File: src/rtl/btn_irq_servicer_pkg.sv
// Shared definitions for the push-button interrupt servicer.
//   - PIO word addresses (data / irq_mask / edge_capture)
//   - write-data pattern that clears every edge_capture bit
//   - servicer FSM state encoding
package btn_irq_servicer_pkg;

    localparam logic [1:0]  ADDR_DATA = 2'd0;
    localparam logic [1:0]  ADDR_MASK = 2'd2;
    localparam logic [1:0]  ADDR_EDGE = 2'd3;

    localparam logic [31:0] CLR_ALL   = 32'hFFFF_FFFF;

    typedef enum logic [3:0] {
        ST_INIT_MASK,
        ST_IDLE,
        ST_WR_MASK,
        ST_RD_ADDR,
        ST_RD_WAIT,
        ST_RD_CAP,
        ST_CLR,
        ST_EMIT,
        ST_HOLDOFF
    } svc_state_e;

endpackage

File: src/rtl/btn_irq_servicer_timer.sv
// Debounce hold-off down-counter.
//   clk_i   : clock
//   rst_ni  : asynchronous active-low reset
//   load_i  : restart a hold-off period
//   count_i : decrement while the hold-off is in progress
//   done_o  : high once HOLDOFF_CYCLES counting cycles have elapsed since load
module btn_holdoff_timer #(
    parameter int unsigned HOLDOFF_CYCLES = 50000
) (
    input  logic clk_i,
    input  logic rst_ni,
    input  logic load_i,
    input  logic count_i,
    output logic done_o
);

    // Loading N-1 and finishing at zero gives exactly N cycles in the hold-off state.
    localparam int unsigned LOAD_VAL = (HOLDOFF_CYCLES > 0) ? HOLDOFF_CYCLES - 1 : 0;
    localparam int unsigned TW       = (LOAD_VAL > 0) ? $clog2(LOAD_VAL + 1) : 1;

    logic [TW-1:0] cnt_q, cnt_d;

    always_comb begin
        cnt_d = cnt_q;
        if (load_i) begin
            cnt_d = TW'(LOAD_VAL);
        end else if (count_i && (cnt_q != '0)) begin
            cnt_d = cnt_q - TW'(1);
        end
    end

    always_ff @(posedge clk_i or negedge rst_ni) begin
        if (!rst_ni) begin
            cnt_q <= '0;
        end else begin
            cnt_q <= cnt_d;
        end
    end

    assign done_o = (cnt_q == '0);

endmodule

File: src/rtl/btn_irq_servicer.sv
// Hardware interrupt servicer for the push-button PIO. Sole Avalon-MM master
// of the PIO: programs irq_mask after reset, services irq by reading and
// clearing edge_capture, and hands the captured set downstream as a
// valid/ready event followed by a debounce hold-off.
//   clk, reset_n           : clock, asynchronous active-low reset
//   en                     : service enable (checked only in IDLE)
//   cfg_mask, cfg_mask_wr  : request an irq_mask rewrite (last pulse wins)
//   irq                    : PIO interrupt
//   avm_*                  : registered Avalon-MM master to the PIO
//   evt_valid/ready/buttons: downstream event handshake
//   evt_count              : accepted events since reset, wrapping
//   busy                   : FSM outside IDLE
module btn_irq_servicer
    import btn_irq_servicer_pkg::*;
#(
    parameter int unsigned       N_BTN          = 2,
    parameter logic [N_BTN-1:0]  MASK_INIT      = '1,
    parameter int unsigned       HOLDOFF_CYCLES = 50000,
    parameter int unsigned       CNT_W          = 16
) (
    input  logic             clk,
    input  logic             reset_n,
    input  logic             en,
    input  logic [N_BTN-1:0] cfg_mask,
    input  logic             cfg_mask_wr,
    input  logic             irq,
    output logic [1:0]       avm_address,
    output logic             avm_chipselect,
    output logic             avm_write_n,
    output logic [31:0]      avm_writedata,
    input  logic [31:0]      avm_readdata,
    output logic             evt_valid,
    input  logic             evt_ready,
    output logic [N_BTN-1:0] evt_buttons,
    output logic [CNT_W-1:0] evt_count,
    output logic             busy
);

    svc_state_e       state_q, state_d;
    logic [1:0]       addr_q, addr_d;
    logic             cs_q, cs_d;
    logic             wn_q, wn_d;
    logic [31:0]      wdata_q, wdata_d;
    logic [N_BTN-1:0] cap_q, cap_d;
    logic             valid_q, valid_d;
    logic [N_BTN-1:0] buttons_q, buttons_d;
    logic [CNT_W-1:0] count_q, count_d;
    logic             pend_q, pend_d;
    logic [N_BTN-1:0] lat_q, lat_d;
    logic             hold_load, hold_done;

    btn_holdoff_timer #(
        .HOLDOFF_CYCLES(HOLDOFF_CYCLES)
    ) u_timer (
        .clk_i  (clk),
        .rst_ni (reset_n),
        .load_i (hold_load),
        .count_i(state_q == ST_HOLDOFF),
        .done_o (hold_done)
    );

    // Bus outputs are computed for the state being entered, so each bus cycle
    // coincides with its state. INIT_MASK is the exception: its outputs are
    // still at reset values, so its write is presented in the following cycle.
    always_comb begin
        state_d   = state_q;
        addr_d    = ADDR_DATA;
        cs_d      = 1'b0;
        wn_d      = 1'b1;
        wdata_d   = wdata_q;
        cap_d     = cap_q;
        count_d   = count_q;
        pend_d    = pend_q;
        lat_d     = lat_q;
        hold_load = 1'b0;

        case (state_q)
            ST_INIT_MASK: begin
                state_d = ST_IDLE;
                addr_d  = ADDR_MASK;
                cs_d    = 1'b1;
                wn_d    = 1'b0;
                wdata_d = 32'(MASK_INIT);
            end
            ST_IDLE: begin
                if (pend_q) begin
                    state_d = ST_WR_MASK;
                    addr_d  = ADDR_MASK;
                    cs_d    = 1'b1;
                    wn_d    = 1'b0;
                    wdata_d = 32'(lat_q);
                    pend_d  = 1'b0;
                end else if (en && irq) begin
                    state_d = ST_RD_ADDR;
                    addr_d  = ADDR_EDGE;
                end
            end
            ST_WR_MASK: state_d = ST_IDLE;
            ST_RD_ADDR: begin
                state_d = ST_RD_WAIT;
                addr_d  = ADDR_EDGE;
            end
            ST_RD_WAIT: begin
                state_d = ST_RD_CAP;
                addr_d  = ADDR_EDGE;
            end
            ST_RD_CAP: begin
                cap_d   = avm_readdata[N_BTN-1:0];
                state_d = ST_CLR;
                addr_d  = ADDR_EDGE;
                cs_d    = 1'b1;
                wn_d    = 1'b0;
                wdata_d = CLR_ALL;
            end
            ST_CLR: state_d = (cap_q == '0) ? ST_IDLE : ST_EMIT;
            ST_EMIT: begin
                if (valid_q && evt_ready) begin
                    count_d   = count_q + CNT_W'(1);
                    hold_load = 1'b1;
                    state_d   = (HOLDOFF_CYCLES == 0) ? ST_IDLE : ST_HOLDOFF;
                end
            end
            ST_HOLDOFF: if (hold_done) state_d = ST_IDLE;
            default:    state_d = ST_INIT_MASK;
        endcase

        // A request arriving in the same cycle as a mask write stays pending,
        // so the newest value is always written eventually.
        if (cfg_mask_wr) begin
            lat_d  = cfg_mask;
            pend_d = 1'b1;
        end

        valid_d   = (state_d == ST_EMIT);
        buttons_d = valid_d ? cap_d : '0;
    end

    always_ff @(posedge clk or negedge reset_n) begin
        if (!reset_n) begin
            state_q   <= ST_INIT_MASK;
            addr_q    <= ADDR_DATA;
            cs_q      <= 1'b0;
            wn_q      <= 1'b1;
            wdata_q   <= '0;
            cap_q     <= '0;
            valid_q   <= 1'b0;
            buttons_q <= '0;
            count_q   <= '0;
            pend_q    <= 1'b0;
            lat_q     <= '0;
        end else begin
            state_q   <= state_d;
            addr_q    <= addr_d;
            cs_q      <= cs_d;
            wn_q      <= wn_d;
            wdata_q   <= wdata_d;
            cap_q     <= cap_d;
            valid_q   <= valid_d;
            buttons_q <= buttons_d;
            count_q   <= count_d;
            pend_q    <= pend_d;
            lat_q     <= lat_d;
        end
    end

    assign avm_address    = addr_q;
    assign avm_chipselect = cs_q;
    assign avm_write_n    = wn_q;
    assign avm_writedata  = wdata_q;
    assign evt_valid      = valid_q;
    assign evt_buttons    = buttons_q;
    assign evt_count      = count_q;
    assign busy           = (state_q != ST_IDLE);

endmodule

File: config.mk
export PLATFORM = sky130hd
export DESIGN_NAME = btn_irq_servicer
export DESIGN_NICKNAME = d
export VERILOG_FILES = /design/src/rtl/btn_irq_servicer_pkg.sv /design/src/rtl/btn_irq_servicer_timer.sv /design/src/rtl/btn_irq_servicer.sv
export SDC_FILE = /design/constraint.sdc
export NUM_CORES = 1
export LEC_CHECK = 0
export CORE_ASPECT_RATIO = 0.6
export CORE_MARGIN = 4
export CORE_UTILIZATION = 41
export DETAILED_ROUTE_END_ITERATION = 16
export PLACE_DENSITY = 0.8
export SLEW_MARGIN = 20
export SYNTH_ARGS = -nofsm -noshare
export SYNTH_HDL_FRONTEND = slang
export SYNTH_SLANG_ARGS = --single-unit
export TNS_END_PERCENT = 10
File: constraint.sdc
create_clock -name clk -period 1.8 [get_ports clk]
set_input_delay 0.18 -clock clk [delete_from_list [all_inputs] [get_ports clk]]
set_output_delay 0.18 -clock clk [all_outputs]
set_load 0.01 [all_outputs]
==> impl_metrics.csv <==
group,metric,value,unit
cts,cts_tree,"done",
cts,cts_buffers,5,
job,maxCapViolations,0,
logic_synthesis,ys_seq_elements,51,
global_routing,grt_pass1_vias,1994,
cts,cts-htree-levels,2,
finish,fin_area,0.00358,mm²
setup_path,end_kind,"flip-flop",
cts,clock_path_buffers,2,
timing,tightestPinTransition,0.485,ns
setup_path,r2r-start,"state_q[1]",
run_status,status,"finished clean",
logic_synthesis,synthArstFlopShare,100,%
setup_path,cp_max_fo,12,
finish,fin_util,57.3,%
cts,path_clk_slew,0.09,ns
drt,drc,0,
setup_path,crit_path_start_kind,"flip-flop",
timing,fin_skew,0.00839,ns
floorplanning,core,0.00625,mm²
timing,setup_viol,0,
logic_synthesis,yosys_warnings,0,
timing,finalHoldViolations,0,
cts,clkLatencyLatePin,0.31,ns
timing,hold_ws,0.353,ns
pwr,leakagePower,1.50,nW
drt,drtAntennaViolNets,0,
placed_design,portBuffers,65,
placed_design,dpl_worst_slack,-0.00920,ns
placed_design,place_area,0.00338,mm²
setup_path,crit_type,"reg -> reg",
drt,finalWirelength,6090,µm
setup_path,critPathRequiredTime,2.00,ns
floorplanning,die_w,113,µm
worst_hold_path,hp-class,"in -> async",
finish,nNetsFinal,365,
placed_design,dp_hpwl,4330,µm
global_routing,grt_usage,14.9,%
finish,area_growth_syn_to_layout,33.0,%
drt,vias,2110,
logic_synthesis,synth_area,0.00270,mm²
setup_path,reg2reg_depth,8,
setup_path,r2r_slack,0.007,ns
timing,max_freq,558,MHz
drt,drtIter0Drc,123,
global_routing,grt_pass1_wl,9780,µm
setup_path,rr_endpoint,"evt_count[12]",
floorplanning,die_h,70.8,µm
pwr,ir_worst_vdd,0.951,mV
timing,worst_slack,0.00712,ns
logic_synthesis,synth_edf_count,0,
cts,cts_sinks,51,
placed_design,globalplace.congestion,0.787,
finish,layout-drive-gt1-share,18.2,%
timing,rsz0062_at_grt,"yes",
setup_path,cp_data_arrival_time,1.99,ns
floorplanning,io_pins,96,
global_routing,antenna_found_initial,0,
logic_synthesis,synth_flop_cell,"dfrtp_1",
timing,max-slew-margin-rel,67.7,%
timing,final_max_slew_viol_count,0,
floorplanning,fp-row-count,22,
drt,dr.pass1.iters,4,
cts,clockRootBuffer,"clkbuf_8",
floorplanning,start_util,43.1,%
pwr,p_per_area,1380,mW/mm²
floorplanning,die_area,0.00798,mm²
logic_synthesis,synth_nets,303,
logic_synthesis,avgSynthCellArea,10.3,µm²
logic_synthesis,ys_types,53,
global_routing,grt_max_degree,33,
global_routing,overflow,0,
timing,tns,0,ns
timing,period_minus_slack,1.79,ns
logic_synthesis,syn_inst,261,
finish,diodes,0,
drt,vias_per_cell,5.17,
drt,wl_per_cell,14.9,µm
logic_synthesis,ys_seq_area_share,47.4,%
timing,fin_crit_sh,99.6,%
-- sequential cells by signal (all words and copies together), names as in the netlist --
register        count
evt_valid           1
avm_write_n         1
avm_chipselect      1
avm_address         2
lat_q               2
state_q             4
evt_count          16
pend_q              1
avm_writedata       3
cap_q               2
evt_buttons         2
u_timer.cnt_q      16
-- cell usage in the layout, fill, tap and decap left out, drive strengths merged, types with 3 or more instances in the layout --
master and instances:
a21oi 4, inv 7, xor2 4, xnor2 11
nor3 8, nand3 9, nor2 16, nor2b 3
nand2b 6, dfrtp 50, mux2 4, clkdlybuf4s50 63
nor4 5, buf 26, a211oi 4, nand4 6
and3 5, mux2i 7, o21ai 9, nand2 24
o31ai 3, clkbuf 6, a31oi 3, and4 4
-- synthesized netlist by cell type (5+ instances only) --
| master | number | area (µm²) |
|---|---|---|
| nand4_1 | 6 | 37.5 |
| nand2_1 | 24 | 90.1 |
| and3_1 | 5 | 31.3 |
| nor2_1 | 13 | 48.8 |
| o21ai_0 | 6 | 30.0 |
| mux2i_1 | 7 | 70.1 |
| dfrtp_1 | 50 | 1250 |
| inv_1 | 7 | 26.3 |
| buf_4 | 29 | 218 |
| nor3_1 | 7 | 35.0 |
| nand3_1 | 8 | 40.0 |
| nand2b_1 | 6 | 37.5 |
| xnor2_1 | 11 | 96.3 |
-- timing repair --
item,CTS,global route
gates cloned,0,2
hold buffers,1,0
endpoints found under the setup margin,1,22
buffers inserted,1,2
pin swaps,1,10
gates resized for setup,3,8
endpoints found under the hold margin,18,0
-- per-layer routing --
layer | GRT usage, % | vias up | part of all wire, % | routed length (µm)
li1 | - | 1024 | - | -
met1 | 21.0 | 1016 | 49 | 2960
met2 | 23.2 | 61 | 44 | 2710
met3 | 3.76 | 9 | 5.7 | 347
met4 | 3.60 | 0 | 1.1 | 70
met5 | 0 | - | 0 | 0
-- area by class of cell --
class,instances,area (µm²)
clock buffers,6,72.6
clock inverters,2,37.5
fillers,527,2670
inverters,7,26.3
multi-input cells,167,1190
flip-flops and latches,51,1280
well taps,84,105
repair buffers,91,871
-- per-stage QoR --
| step | cells | total power, mW |
|---|---|---|
| 4_1_cts | 404 | 4.80 |
| 5_1_grt | 408 | 5.26 |
| 2_1_floorplan | 261 | 3.16 |
| 3_3_place_gp | 394 | 3.90 |
| 3_5_place_dp | 394 | 3.97 |
| 6_report | 408 | 4.96 |
-- critical path: stages, from the launching register on --
cell	delay, ns
dfrtp_1	0.40
buf_6	0.12
buf_4	0.16
nand3b_1	0.20
buf_4	0.20
nor4b_2	0.23
buf_4	0.15
nand2_1	0.08
xnor2_2	0.14
-- report_power, final --
part | switching [mW] | internal, mW
Sequential | 0.289 | 1.46
Clock | 0.377 | 0.415
Combinational | 1.09 | 1.33
-- worst max path at each step --
stage,startpoint,end,slack (ns)
2_1_floorplan,u_timer.cnt_q[0],u_timer.cnt_q[12],0.03
3_3_place_gp,state_q[0],busy,0.04
3_5_place_dp,evt_ready,evt_count[11],-0.009
4_1_cts,state_q[0],u_timer.cnt_q[13],-0.005
5_1_grt,state_q[1],evt_count[12],-0.08
6_report,state_q[1],evt_count[12],0.007
-- logic make-up after synthesis --
family / count (synthesis) / synth area share [%]
simple gates: 100 / 21.7
flops: 51 / 47.4
buf+inv: 45 / 11.0
compound gates: 37 / 9.84
xor+xnor: 15 / 4.87
mux: 11 / 4.27
fa+ha+maj: 2 / 0.928
(Power assumes the default switching activity.)
